### src/rtl/ppa_bist.sv
// ppa_bist: self-test engine for the 16-bit parallel-prefix adder.
//   Drives A/B/Cin, then checks S/Cout against an internal 17-bit golden sum.
//   Runs six directed vectors, then NUM_RAND LFSR vectors.
//   Ports: clk/rst (async active-high), start pulse; dut_a/dut_b/dut_cin out to
//   the adder; dut_s/dut_cout back from it; busy/done/pass/err_count status;
//   fail_* hold the first failing vector and the outputs observed for it.
module ppa_bist #(
  parameter int          WIDTH    = 16,
  parameter int          NUM_RAND = 256,
  parameter int          SETTLE   = 1,
  parameter logic [15:0] SEED_A   = 16'hACE1,
  parameter logic [15:0] SEED_B   = 16'h1D2C,
  parameter int          ERR_W    = 8
) (
  input  logic             clk,
  input  logic             rst,
  input  logic             start,
  output logic [WIDTH-1:0] dut_a,
  output logic [WIDTH-1:0] dut_b,
  output logic             dut_cin,
  input  logic [WIDTH-1:0] dut_s,
  input  logic             dut_cout,
  output logic             busy,
  output logic             done,
  output logic             pass,
  output logic [ERR_W-1:0] err_count,
  output logic [15:0]      fail_idx,
  output logic [WIDTH-1:0] fail_a,
  output logic [WIDTH-1:0] fail_b,
  output logic             fail_cin,
  output logic [WIDTH-1:0] fail_s,
  output logic             fail_cout
);

  localparam logic [15:0] LAST_IDX   = 16'(6 + NUM_RAND - 1);
  // WAIT lasts SETTLE-1 cycles; the counter runs 0..SETTLE-2.
  localparam logic [15:0] WAIT_LAST  = 16'((SETTLE > 1) ? (SETTLE - 2) : 0);
  // An all-zero seed would lock the LFSR, so it is replaced by 1.
  localparam logic [15:0] SEED_A_EFF = (SEED_A == 16'h0000) ? 16'h0001 : SEED_A;
  localparam logic [15:0] SEED_B_EFF = (SEED_B == 16'h0000) ? 16'h0001 : SEED_B;

  typedef enum logic [2:0] {S_IDLE, S_DRIVE, S_WAIT, S_CHECK, S_DONE} state_t;

  state_t           state_q, state_d;
  logic [15:0]      idx_q, idx_d;
  logic [15:0]      wait_q, wait_d;
  logic [15:0]      lfsr_a_q, lfsr_a_d;
  logic [15:0]      lfsr_b_q, lfsr_b_d;
  logic [16:0]      gold_q, gold_d;
  logic [WIDTH-1:0] dut_a_q, dut_a_d;
  logic [WIDTH-1:0] dut_b_q, dut_b_d;
  logic             dut_cin_q, dut_cin_d;
  logic             busy_q, busy_d;
  logic             done_q, done_d;
  logic             pass_q, pass_d;
  logic [ERR_W-1:0] err_q, err_d;
  logic [15:0]      fail_idx_q, fail_idx_d;
  logic [WIDTH-1:0] fail_a_q, fail_a_d;
  logic [WIDTH-1:0] fail_b_q, fail_b_d;
  logic             fail_cin_q, fail_cin_d;
  logic [WIDTH-1:0] fail_s_q, fail_s_d;
  logic             fail_cout_q, fail_cout_d;

  logic [15:0] vec_a;
  logic [15:0] vec_b;
  logic        vec_cin;
  logic        accept;

  // Fibonacci LFSR, taps 16,14,13,11, shift left, feedback into bit 0.
  function automatic logic [15:0] lfsr_next(input logic [15:0] v);
    return {v[14:0], v[15] ^ v[13] ^ v[12] ^ v[10]};
  endfunction

  // Vector selection for the current index: directed table, else LFSRs.
  always_comb begin
    vec_a   = lfsr_a_q;
    vec_b   = lfsr_b_q;
    vec_cin = lfsr_a_q[0] ^ lfsr_b_q[15];
    if (idx_q < 16'd6) begin
      case (idx_q[2:0])
        3'd0: begin vec_a = 16'h0000; vec_b = 16'h0000; vec_cin = 1'b0; end
        3'd1: begin vec_a = 16'h0001; vec_b = 16'h0002; vec_cin = 1'b0; end
        3'd2: begin vec_a = 16'hFFFF; vec_b = 16'h0001; vec_cin = 1'b0; end
        3'd3: begin vec_a = 16'h1234; vec_b = 16'h5678; vec_cin = 1'b0; end
        3'd4: begin vec_a = 16'hAAAA; vec_b = 16'h5555; vec_cin = 1'b1; end
        3'd5: begin vec_a = 16'hFFFF; vec_b = 16'hFFFF; vec_cin = 1'b1; end
        default: ;
      endcase
    end
  end

  // DONE is entered while busy is still high; start is only taken once the
  // DONE state has published its status and dropped busy.
  assign accept = start && !busy_q && (state_q == S_IDLE || state_q == S_DONE);

  always_comb begin
    state_d     = state_q;
    idx_d       = idx_q;
    wait_d      = wait_q;
    lfsr_a_d    = lfsr_a_q;
    lfsr_b_d    = lfsr_b_q;
    gold_d      = gold_q;
    dut_a_d     = dut_a_q;
    dut_b_d     = dut_b_q;
    dut_cin_d   = dut_cin_q;
    busy_d      = busy_q;
    done_d      = done_q;
    pass_d      = pass_q;
    err_d       = err_q;
    fail_idx_d  = fail_idx_q;
    fail_a_d    = fail_a_q;
    fail_b_d    = fail_b_q;
    fail_cin_d  = fail_cin_q;
    fail_s_d    = fail_s_q;
    fail_cout_d = fail_cout_q;

    if (accept) begin
      state_d     = S_DRIVE;
      idx_d       = 16'd0;
      wait_d      = 16'd0;
      lfsr_a_d    = SEED_A_EFF;
      lfsr_b_d    = SEED_B_EFF;
      busy_d      = 1'b1;
      done_d      = 1'b0;
      pass_d      = 1'b0;
      err_d       = '0;
      fail_idx_d  = 16'd0;
      fail_a_d    = '0;
      fail_b_d    = '0;
      fail_cin_d  = 1'b0;
      fail_s_d    = '0;
      fail_cout_d = 1'b0;
    end else begin
      case (state_q)
        S_DRIVE: begin
          dut_a_d   = vec_a;
          dut_b_d   = vec_b;
          dut_cin_d = vec_cin;
          gold_d    = {1'b0, vec_a} + {1'b0, vec_b} + {16'd0, vec_cin};
          // LFSRs step after the random vector has been taken from them.
          if (idx_q >= 16'd6) begin
            lfsr_a_d = lfsr_next(lfsr_a_q);
            lfsr_b_d = lfsr_next(lfsr_b_q);
          end
          wait_d  = 16'd0;
          state_d = (SETTLE == 1) ? S_CHECK : S_WAIT;
        end
        S_WAIT: begin
          if (wait_q == WAIT_LAST) begin
            state_d = S_CHECK;
          end else begin
            wait_d = wait_q + 16'd1;
          end
        end
        S_CHECK: begin
          if ({dut_cout, dut_s} != gold_q) begin
            if (err_q != '1) begin
              err_d = err_q + ERR_W'(1);
            end
            // err_count never returns to zero mid-run, so zero marks "no
            // failure captured yet".
            if (err_q == '0) begin
              fail_idx_d  = idx_q;
              fail_a_d    = dut_a_q;
              fail_b_d    = dut_b_q;
              fail_cin_d  = dut_cin_q;
              fail_s_d    = dut_s;
              fail_cout_d = dut_cout;
            end
          end
          if (idx_q == LAST_IDX) begin
            state_d = S_DONE;
          end else begin
            idx_d   = idx_q + 16'd1;
            state_d = S_DRIVE;
          end
        end
        S_DONE: begin
          busy_d = 1'b0;
          done_d = 1'b1;
          pass_d = (err_q == '0);
        end
        default: ;
      endcase
    end
  end

  always_ff @(posedge clk or posedge rst) begin
    if (rst) begin
      state_q     <= S_IDLE;
      idx_q       <= 16'd0;
      wait_q      <= 16'd0;
      lfsr_a_q    <= SEED_A_EFF;
      lfsr_b_q    <= SEED_B_EFF;
      gold_q      <= 17'd0;
      dut_a_q     <= '0;
      dut_b_q     <= '0;
      dut_cin_q   <= 1'b0;
      busy_q      <= 1'b0;
      done_q      <= 1'b0;
      pass_q      <= 1'b0;
      err_q       <= '0;
      fail_idx_q  <= 16'd0;
      fail_a_q    <= '0;
      fail_b_q    <= '0;
      fail_cin_q  <= 1'b0;
      fail_s_q    <= '0;
      fail_cout_q <= 1'b0;
    end else begin
      state_q     <= state_d;
      idx_q       <= idx_d;
      wait_q      <= wait_d;
      lfsr_a_q    <= lfsr_a_d;
      lfsr_b_q    <= lfsr_b_d;
      gold_q      <= gold_d;
      dut_a_q     <= dut_a_d;
      dut_b_q     <= dut_b_d;
      dut_cin_q   <= dut_cin_d;
      busy_q      <= busy_d;
      done_q      <= done_d;
      pass_q      <= pass_d;
      err_q       <= err_d;
      fail_idx_q  <= fail_idx_d;
      fail_a_q    <= fail_a_d;
      fail_b_q    <= fail_b_d;
      fail_cin_q  <= fail_cin_d;
      fail_s_q    <= fail_s_d;
      fail_cout_q <= fail_cout_d;
    end
  end

  assign dut_a     = dut_a_q;
  assign dut_b     = dut_b_q;
  assign dut_cin   = dut_cin_q;
  assign busy      = busy_q;
  assign done      = done_q;
  assign pass      = pass_q;
  assign err_count = err_q;
  assign fail_idx  = fail_idx_q;
  assign fail_a    = fail_a_q;
  assign fail_b    = fail_b_q;
  assign fail_cin  = fail_cin_q;
  assign fail_s    = fail_s_q;
  assign fail_cout = fail_cout_q;

endmodule

### config.mk
export PLATFORM = sky130hd
export DESIGN_NAME = ppa_bist
export DESIGN_NICKNAME = d
export VERILOG_FILES = /design/src/rtl/ppa_bist.sv
export SDC_FILE = /design/constraint.sdc
export NUM_CORES = 1
export LEC_CHECK = 0
export BUFFER_PORTS_ARGS = -buffer_cell sky130_fd_sc_hd__buf_4
export CORE_MARGIN = 2
export CORE_UTILIZATION = 58
export DETAILED_ROUTE_END_ITERATION = 10
export PLACE_DENSITY = 0.84
export SLEW_MARGIN = 20
export SYNTH_ARGS = -nofsm -noshare
export SYNTH_HDL_FRONTEND = slang
export SYNTH_SLANG_ARGS = --single-unit
### constraint.sdc
create_clock -name clk -period 7 [get_ports clk]
set_input_delay 0.35 -clock clk [delete_from_list [all_inputs] [get_ports clk]]
set_output_delay 0.35 -clock clk [all_outputs]
set_load 0.005 [all_outputs]
* Word level (Yosys, flattened, before mapping)
Cells that the tools add are included.
Word-level totals: input port bits 20, register bits 194, word-level logic and storage cells 132
Cells by class: bitwise logic cells 8, reductions and logical operators 27, eq/ne operators 15, $lt $le $gt $ge 2, add/subtract/negate cells 5, mux-type cells 56
Operators by type and width (number):
- two-way mux 16 bit | 29
- case mux 16 bit (6 select lines) | 1
- case mux 16 bit (5 select lines) | 1
- adder 16 x 1 -> 16 bit (second input constant) | 2
- two-way mux 8 bit | 4
- case mux 16 bit (2 select lines) | 1
- adder 16 x 16 -> 17 bit | 1
- adder 17 x 1 -> 17 bit | 1
- != test 17 bit | 1
- == test 16 x 9 -> 1 bit (second input constant) | 1
- >= comparator 16 x 3 -> 1 bit (second input constant) | 1
- logical NOT 16 bit | 1
- less-than comparator 16 x 3 -> 1 bit (second input constant) | 1
- two-way mux 1 bit | 15
- nonzero test 2 bit | 7
- == test 3 x 2 -> 1 bit (second input constant) | 4
- AND reduction 2 bit | 5
- == test 3 bit (second input constant) | 3
- two-way mux 3 bit | 3
- case mux 3 bit (3 select lines) | 1
- adder 8 x 1 -> 8 bit (second input constant) | 1
- logical NOT 8 bit | 1
- != test 8 bit (second input constant) | 1
- XOR 1 bit | 7
- other kinds (14) | 20

* Logic depth before layout (Yosys ltp)
Gate-level depths: netlist of the first run.
depth after elaboration 6, gate-level depth with buffers 17, gate-level depth less buffers 16

* Least setup slack after synthesis of the first run
OpenSTA, ideal clock, no wires.
path kind flip-flop to flip-flop, start register idx_q[2], end register gold_q[14], period minus slack after synthesis 3.475 ns, arrival 3.341 ns, path slack 3.525 ns, buffers on the path 2, cell stages (with the launch flop) 17, path through dfrtp_1 -> clkbuf_1 -> inv_1 -> ha_1 -> nor2_1 -> a21o_1 -> clkbuf_1 -> a21o_1 -> fa_1 -> inv_1 -> fa_1 -> nor2b_1 -> o31a_1 -> o21ai_0 -> a211oi_1 -> xnor2_1 -> o21ai_0
Between the ends: elaborated cells between the ends (all ways) 18, those cells by class add/sub: 2; order compare: 1; eq/ne: 5; mux: 6; reduce/logical: 4
RTL lines:
- from (decl) | RTL line 45 | logic [15:0] idx_q, idx_d;
- from (signal assigned) | RTL line 211 | idx_q <= idx_d;
- parallel branches: the longest is 2 deep, another holds less-than comparator 16 x 3 -> 1 bit
- two-way mux 16 bit * | RTL line 79 | if (idx_q < 16'd6) begin
- via vec_b[0] | RTL line 65 | logic [15:0] vec_b;
- adder 16 x 16 -> 17 bit * | RTL line 139 | gold_d = {1'b0, vec_a} + {1'b0, vec_b} + {16'd0, vec_cin};
- adder 17 x 1 -> 17 bit * | RTL line 139
- to (signal assigned) | RTL line 215 | gold_q <= gold_d;
- to (decl) | RTL line 49 | logic [16:0] gold_q, gold_d;
Mark *: on every way through the listed nets, which the timed path passes. A chain may end at the register's enable or synchronous reset.

* Final worst setup path of the first run
start register idx_q[4], end register gold_q[15]
Between the ends: longest elaborated chain between the ends 4, elaborated cells between the ends (all ways) 6, those cells by class add/sub: 2; order compare: 1; mux: 3
RTL lines (RTL line):
- less-than comparator 16 x 3 -> 1 bit | 79
- two-way mux 16 bit | 79
- via vec_b[10] | 65
- adder 16 x 16 -> 17 bit | 139
- adder 17 x 1 -> 17 bit | 139
The timed path passes the listed nets, and every way through them passes these cells.

==> qor.csv, run 1 <==
stage,metric,value,unit
status,status,"finished, final reports clean",
sta,RSZ-0062 raised after global routing,no,
detailed_routing,Pre-antenna DRT Iters,6,
sta,clock skew,0.0133,ns
cells_and_area,layout cell share with drive strength beyond 1,20.4,%
grt,vias in the first global route,7032,
critical_path,Worst R2R Path Depth,12,
cts,hold_buf cts,0,
synthesis,Syn Area/Cell,10.1,um^2
grt,largest net degree at the start of global routing,129,
critical_path,Critical Path Source Type,flip-flop,
cts,worst-skew pair later-pin latency,0.44,ns
detailed_routing,Vias,7561,
sta,worst-margin pin slew,1.03,ns
floorplanning,# IOs,130,
cts,clk slew on worst S/H paths,0.07,ns
synthesis,"EDFF count, synth",0,
run,number of max-cap violations,0,
sta,period utilisation layout,60.7,%
synthesis,synth cell count leaders,"dfrtp_1, nand2_1, a22o_1",
sta,max_slew headroom,31.5,%
cts,root buffer cell,clkbuf_16,
detailed_routing,Via density,5.99,
critical_path,crit-path max FO,15,
synthesis,Synth area leader,dfrtp_1,
grt,initial antenna violation count,0,
sta,Slew Limit Fails,0,
grt,first-pass GRT wire length,36700,um
synthesis,"Seq/Total Area, Yosys",52.1,%
synthesis,post-synthesis cell area,9350,um^2
placement,IO buf count,129,
pwr,pwr dens,449,nW/um^2
floorplanning,die area,17200,um^2
detailed_routing,WL met2,10800,um
synthesis,Mapped Nets,969,
critical_path,WS Path Type,flip-flop to flip-flop,
placement,Place WS,2.94,ns
detailed_routing,top sig layer,met4,
detailed_routing,WL/cell,18.4,um
floorplanning,Site Rows,46,
cells_and_area,Finished Cell Area,11000,um^2
placement,Placer Congestion,0.915,
cts,maximum root-to-sink buffer count,2,
synthesis,Syn Inst Count,923,
cts,post-CTS setup buffers,0,
cts,TritonCTS clock tree,yes,
placement,placed cell area,10500,um^2
synthesis,synth warn,0,
pwr,Worst VDD drop,0.284,mV
synthesis,most numerous cell in the Yosys netlist,dfrtp_1,
cts,Num CTS Buffers,17,
sta,final worst setup slack,2.75,ns
synthesis,Synth area leaders,"dfrtp_1, nand2_1, a22o_1, dfstp_2, xor2_1",
detailed_routing,WL final,23200,um
floorplanning,die height,131,um
sta,Sum Neg Setup Slack,0,ns
detailed_routing,Residual DRC,0,
sta,Fin. Hold Viols,0,
cells_and_area,Diodes inserted,0,
detailed_routing,met3 wire length,1460,um
cells_and_area,area of the multi-input gates,4220,um^2
cells_and_area,Area Growth Syn to Fin,18.0,%
sta,"Setup violations, final",0,
critical_path,CP required,7.30,ns
cells_and_area,Register Area,4870,um^2
detailed_routing,wl on met1,10600,um
critical_path,data arrival time of the critical path,4.55,ns
sta,min Tclk post-route,4.25,ns
critical_path,crit end category,flip-flop,
synthesis,share of flip-flops with an asynchronous set or reset,100,%
synthesis,"FF+latch count, synth",194,
floorplanning,core area,15800,um^2
cts,clock sinks,194,
grt,GRT Util Overall,27.6,%
placement,detailed placer's ending HPWL,15900,um
sta,Peak Freq,235,MHz
pwr,Total Power,4.95,mW
grt,grt total ovfl,0,
cts,H-Tree Depth,4,
pwr,P_leak,5.35,nW
floorplanning,Starting Density,59.1,%
detailed_routing,drt initial violations,744,
synthesis,top cell type's share of synthesized area,47.9,%
synthesis,Yosys cell types,63,
worst_hold_path,Worst Hold Class,input port to asynchronous set/reset pin,
cts,Post-CTS Resized,0,
detailed_routing,ANT nets after route,0,
cells_and_area,Filler Cells Inserted,1163,
cells_and_area,layout net count,1079,
floorplanning,die width,131,um
synthesis,ys flop type,dfrtp_1,
-- per-stage QoR --
step | instances | hold slack [ns] | util, %
3_5_place_dp | 1230 | 0.478 | 66.1
4_1_cts | 1262 | 0.147 | 69.7
3_3_place_gp | 1230 | 0.475 | 66.1
5_1_grt | 1262 | 0.153 | 69.7
6_report | 1262 | 0.0951 | 69.7
2_1_floorplan | 923 | 0.460 | -
-- final timing paths --
check                                               to  slack [ns]                  from
worst max-delay path            gold_q[15]$_DFFE_PP0P_        2.75  idx_q[4]$_DFFE_PP0P_
max in group asynchronous         dut_a[5]$_DFFE_PP0P_        5.51                   rst
min in group clk                fail_s[14]$_DFFE_PP0P_        0.15             dut_s[14]
worst max register to register  gold_q[15]$_DFFE_PP0P_        2.75  idx_q[4]$_DFFE_PP0P_
worst min register to register        pass$_DFFE_PP0P_        0.49      pass$_DFFE_PP0P_
worst min-delay path             wait_q[9]$_DFFE_PP0P_         0.1                   rst
-- report_power, final --
group / total (mW) / switching, mW / leakage [nW] / internal (mW)
clock: 0.947 / 0.424 / 0.278 / 0.523
combinational: 2.18 / 1.18 / 2.66 / 0.998
sequential: 1.83 / 0.352 / 2.42 / 1.48
-- flip-flops by register name (all words and copies together), names as in the netlist --
register,cells
fail_idx,16
fail_b,16
lfsr_a_q,16
wait_q,16
dut_b,16
gold_q,17
done,1
dut_a,16
state_q,3
lfsr_b_q,16
fail_s,16
fail_cout,1
dut_cin,1
pass,1
fail_cin,1
fail_a,16
err_count,8
busy,1
idx_q,16
-- layer usage --
metal,global-route usage (%),up-vias
li1,-,3467
met1,41.1,3780
met2,42.3,282
met3,4.32,32
met4,8.45,0
met5,0,-
-- kinds of logic (layout without fill, tap and decap cells) --
logic type	Yosys count	count (layout)	share of synthesized area, %
AND/OR/NAND/NOR	337	337	16.3
flip-flops	194	194	52.1
multiplexers	14	14	1.67
adder cells (fa/ha/maj)	26	26	3.64
AO/OA/AOI/OAI	232	232	17.9
buffers and inverters	64	187	3.14
XOR/XNOR	56	56	5.24
-- cells in the final DEF, fill, tap and decap left out, types with 4 or more instances in the layout --
master,synthesis,layout
nand2_1,178,178
mux2_2,13,13
o21ai_0,41,41
o211ai_1,4,4
o21a_1,17,17
o21ai_1,8,8
a21oi_1,36,36
inv_6,0,4
a21o_1,21,21
nor2_1,61,59
o31ai_1,6,6
nand3_1,32,32
buf_4,1,137
nor4_1,9,9
ha_1,24,24
or3_1,6,6
inv_1,18,17
nor3_1,5,5
dfstp_2,15,15
dfrtp_1,179,179
a22o_1,67,67
nand4_1,11,11
clkbuf_16,0,17
xor2_1,38,38
a211oi_1,7,7
nand2b_1,7,6
xnor2_1,18,18
and3_1,7,7
-- critical path, stage by stage, from the launching register on --
cell and delay, ns:
dfrtp_1 0.45, nor4_1 0.38, nand4_1 0.46, a21o_1 0.47
nor3b_2 0.43, nor2_1 0.10, ha_1 0.37, a21o_1 0.21
a31o_2 0.22, a2111oi_0 0.37, nand2_1 0.13, a2111oi_0 0.42
a211oi_1 0.08
-- area by class of cell --
class	count	share of cell area, %
tap	216	2.45
inverter	18	0.680
sequential	194	44.2
clock inverter	10	0.896
clock buffer	22	4.30
multi-input combinational	665	38.2
timing repair buffer	137	9.32
Note: power is estimated with default switching activity, not from simulation.
==> run 2: changes to the inputs <==
--- a/config.mk
+++ b/config.mk
@@ -7,9 +7,9 @@
 export LEC_CHECK = 0
 export BUFFER_PORTS_ARGS = -buffer_cell sky130_fd_sc_hd__buf_4
 export CORE_MARGIN = 2
-export CORE_UTILIZATION = 58
+export CORE_UTILIZATION = 52
 export DETAILED_ROUTE_END_ITERATION = 10
-export PLACE_DENSITY = 0.84
+export PLACE_DENSITY = 0.8
 export SLEW_MARGIN = 20
 export SYNTH_ARGS = -nofsm -noshare
 export SYNTH_HDL_FRONTEND = slang
==> constraint.sdc (replaced) <==
create_clock -name clk -period 3.9 [get_ports clk]
set_input_delay 0.195 -clock clk [delete_from_list [all_inputs] [get_ports clk]]
set_output_delay 0.195 -clock clk [all_outputs]
set_load 0.005 [all_outputs]
==> qor.csv, run 2 (synthesis gave the netlist of run 1 again) <==
stage,metric,value,unit,change
worst_hold_path,hold worst-path end,fail_s[10]$_DFFE_PP0P_,,
sta,min Tclk post-route,3.81,ns,-0.436 ns
cells_and_area,layout net count,1109,,+2.8%
cts,maximum root-to-sink buffer count,2,,unchanged
pwr,Sw Ratio,38.9,%,-0.55 points
detailed_routing,drt initial violations,705,,-5.2%
critical_path,worst reg2reg setup slack,0.09,ns,-2.66 ns
cells_and_area,Final Core Density,64.5,%,-5.2 points
pwr,Worst VDD drop,0.458,mV,+61%
cts,root buffer cell,clkbuf_16,,
floorplanning,die height,138,um,+5.4%
cells_and_area,fin cells,1305,,+3.4%
detailed_routing,ANT nets after route,0,,unchanged
cts,worst-skew pair later-pin latency,0.44,ns,about the same
pwr,P_sw,3.65,mW,+87%
detailed_routing,Vias,7646,,+1.1%
floorplanning,die area,19100,um^2,+11%
critical_path,crit-path max FO,6,,-9
sta,Peak Freq,262,MHz,+11%
grt,initial antenna violation count,0,,unchanged
sta,period utilisation layout,97.8,%,+37 points
grt,GR Layer Usage met1,35.6,%,-5.5 points
cts,H-Tree Depth,4,,unchanged
critical_path,data arrival time of the critical path,4.12,ns,-0.43 ns
critical_path,r2r endpoint,gold_q[15]$_DFFE_PP0P_,,
critical_path,"Slowest-stage cell, CP",dfrtp_1,,
floorplanning,core area,17800,um^2,+12%
cts,clock sinks,194,,unchanged
pwr,Clock Power Share,20.0,%,+0.9 points
floorplanning,# IOs,130,,unchanged
status,status,"finished, final reports clean",,
grt,grt total ovfl,0,,unchanged
grt,first-pass GRT wire length,38700,um,+5.2%
grt,vias in the first global route,7253,,+3.1%
sta,Fin. Hold Viols,0,,unchanged
sta,final worst setup slack,0.0876,ns,-2.66 ns
pwr,Reg power frac,34.6,%,-2.3 points
grt,largest net degree at the start of global routing,62,,-52%
cells_and_area,layout cell share with drive strength beyond 1,22.4,%,+2.0 points
critical_path,Critical Path Source Type,flip-flop,,
floorplanning,Site Rows,49,,+6.5%
cells_and_area,Diodes inserted,0,,unchanged
cts,Num CTS Buffers,17,,unchanged
detailed_routing,WL final,24100,um,+3.8%
pwr,pwr dens,819,nW/um^2,+82%
worst_hold_path,hold path depth,2,,
pwr,Total Power,9.38,mW,+89%
detailed_routing,Pre-antenna DRT Iters,7,,+1
cells_and_area,Area Growth Syn to Fin,22.6,%,
worst_hold_path,hold path startpoint,dut_s[10],,
sta,max_slew headroom,29.8,%,-1.7 points
detailed_routing,Via density,5.86,,-2.2%
sta,Slew Limit Fails,0,,unchanged
grt,met2 usage,39.4,%,-2.9 points
critical_path,WS Path Type,flip-flop to flip-flop,,
sta,"Setup violations, final",0,,unchanged
placement,IO buf count,129,,unchanged
sta,clock skew,0.0103,ns,-0.00296 ns
critical_path,crit end category,flip-flop,,
floorplanning,die width,138,um,+5.4%
placement,Place WS,0.0713,ns,-2.87 ns
sta,worst-margin pin slew,1.05,ns,+0.0262 ns
placement,Placer Congestion,0.974,,+6.4%
grt,grt peak-use layer,met2,,
critical_path,crit-path cells,nor4_2 > nand4_1 > buf_4 > a21oi_2 > nand3_1 > o21a_1 > ha_1 > a21o_1 > a31o_2 > a2111oi_2 > nand2_1 > a2111oi_4 > a211oi_1,,
cts,clk slew on worst S/H paths,0.07,ns,about the same
critical_path,reg-to-reg startpoint,idx_q[11]$_DFFE_PP0P_,,
floorplanning,Starting Density,52.6,%,-6.5 points
cells_and_area,max FFs per register,17,,unchanged
placement,Cells after DPL,1260,,+2.4%
cells_and_area,"commonest non-fill, non-tap cells in the layout","nand2_1, dfrtp_1, buf_4",,
critical_path,CP required,4.21,ns,-3.09 ns
worst_hold_path,Worst Hold Class,input port to flip-flop,,
critical_path,"slowest stage delay, CP",0.45,ns,-0.02 ns
pwr,internal cell power,5.73,mW,+91%
detailed_routing,WL/cell,18.5,um,+0.36%
pwr,Comb power frac,45.4,%,+1.4 points
detailed_routing,Residual DRC,0,,unchanged
run,number of max-cap violations,0,,unchanged
pwr,P_leak,5.53,nW,+3.4%
grt,grt met3 use,3.91,%,-0.40 points
cts,TritonCTS clock tree,yes,,
critical_path,Setup crit start,idx_q[11]$_DFFE_PP0P_,,
placement,detailed placer's ending HPWL,16500,um,+3.3%
sta,Sum Neg Setup Slack,0,ns,unchanged
cells_and_area,register bank with the most flops,gold_q,,
grt,GRT Util Overall,25.1,%,-2.5 points
critical_path,Worst R2R Path Depth,13,,+1
## run 2: timing repair
action | 4_1_cts | 5_1_grt
resized for setup | 2 | 13
pin swaps | 0 | 4
setup endpoints to repair | 1 | 8
hold endpoints to repair | 41 | 0
hold buffers | 11 | 0
setup buffers | 0 | 2
## run 2: final cells by class
class / instances / area, um^2
sequential: 194 / 4870
timing repair buffer: 167 / 1320
inverter: 18 / 71.3
tap: 229 / 287
clock buffer: 21 / 460
fill: 1380 / 6320
clock inverter: 11 / 175
multi-input combinational: 665 / 4280
## run 2: layer usage
metal  vias to the layer above  share of wire [%]
met5                         -                  0
met4                         0                2.4
met3                        44                5.5
met2                       270                 48
met1                      3792                 44
li1                       3540                  -
## run 2: critical path: cells and delay by family (launching register included)
family / cells / cell delay (ns)
AO/OA/AOI/OAI: 7 / 1.73
adder cells (fa/ha/maj): 1 / 0.32
buffers and inverters: 1 / 0.19
flip-flops: 1 / 0.45
AND/OR/NAND/NOR: 4 / 0.99
## run 2: stage by stage
stage / instance area [um^2] / hold WS (ns)
finish: 11500 / 0.00721
CTS: 11400 / 0.00372
detailed placement: 10600 / 0.362
global placement: 10600 / 0.362
global route: 11500 / 0.00208
floorplan: 9360 / 0.328
## run 2: worst max-delay path by stage
stage          slack (ns)                      to  cells after the start
3_3_place_gp         0.17  gold_q[15]$_DFFE_PP0P_                     13
6_report             0.09  gold_q[15]$_DFFE_PP0P_                     13
2_1_floorplan        0.43  gold_q[14]$_DFFE_PP0P_                     16
4_1_cts              0.01  gold_q[15]$_DFFE_PP0P_                     14
3_5_place_dp         0.07  gold_q[15]$_DFFE_PP0P_                     13
5_1_grt             -0.04  gold_q[15]$_DFFE_PP0P_                     13
## run 2: power groups by stage
stage / Combinational [mW] / Clock (mW) / Sequential, mW
after global placement: 3.94 / 0 / 3.24
after global routing: 4.64 / 1.98 / 3.32
after floorplan: 2.61 / 0 / 3.09
after detailed placement: 4.02 / 0 / 3.25
final: 4.26 / 1.88 / 3.24
after CTS: 4.10 / 1.90 / 3.23
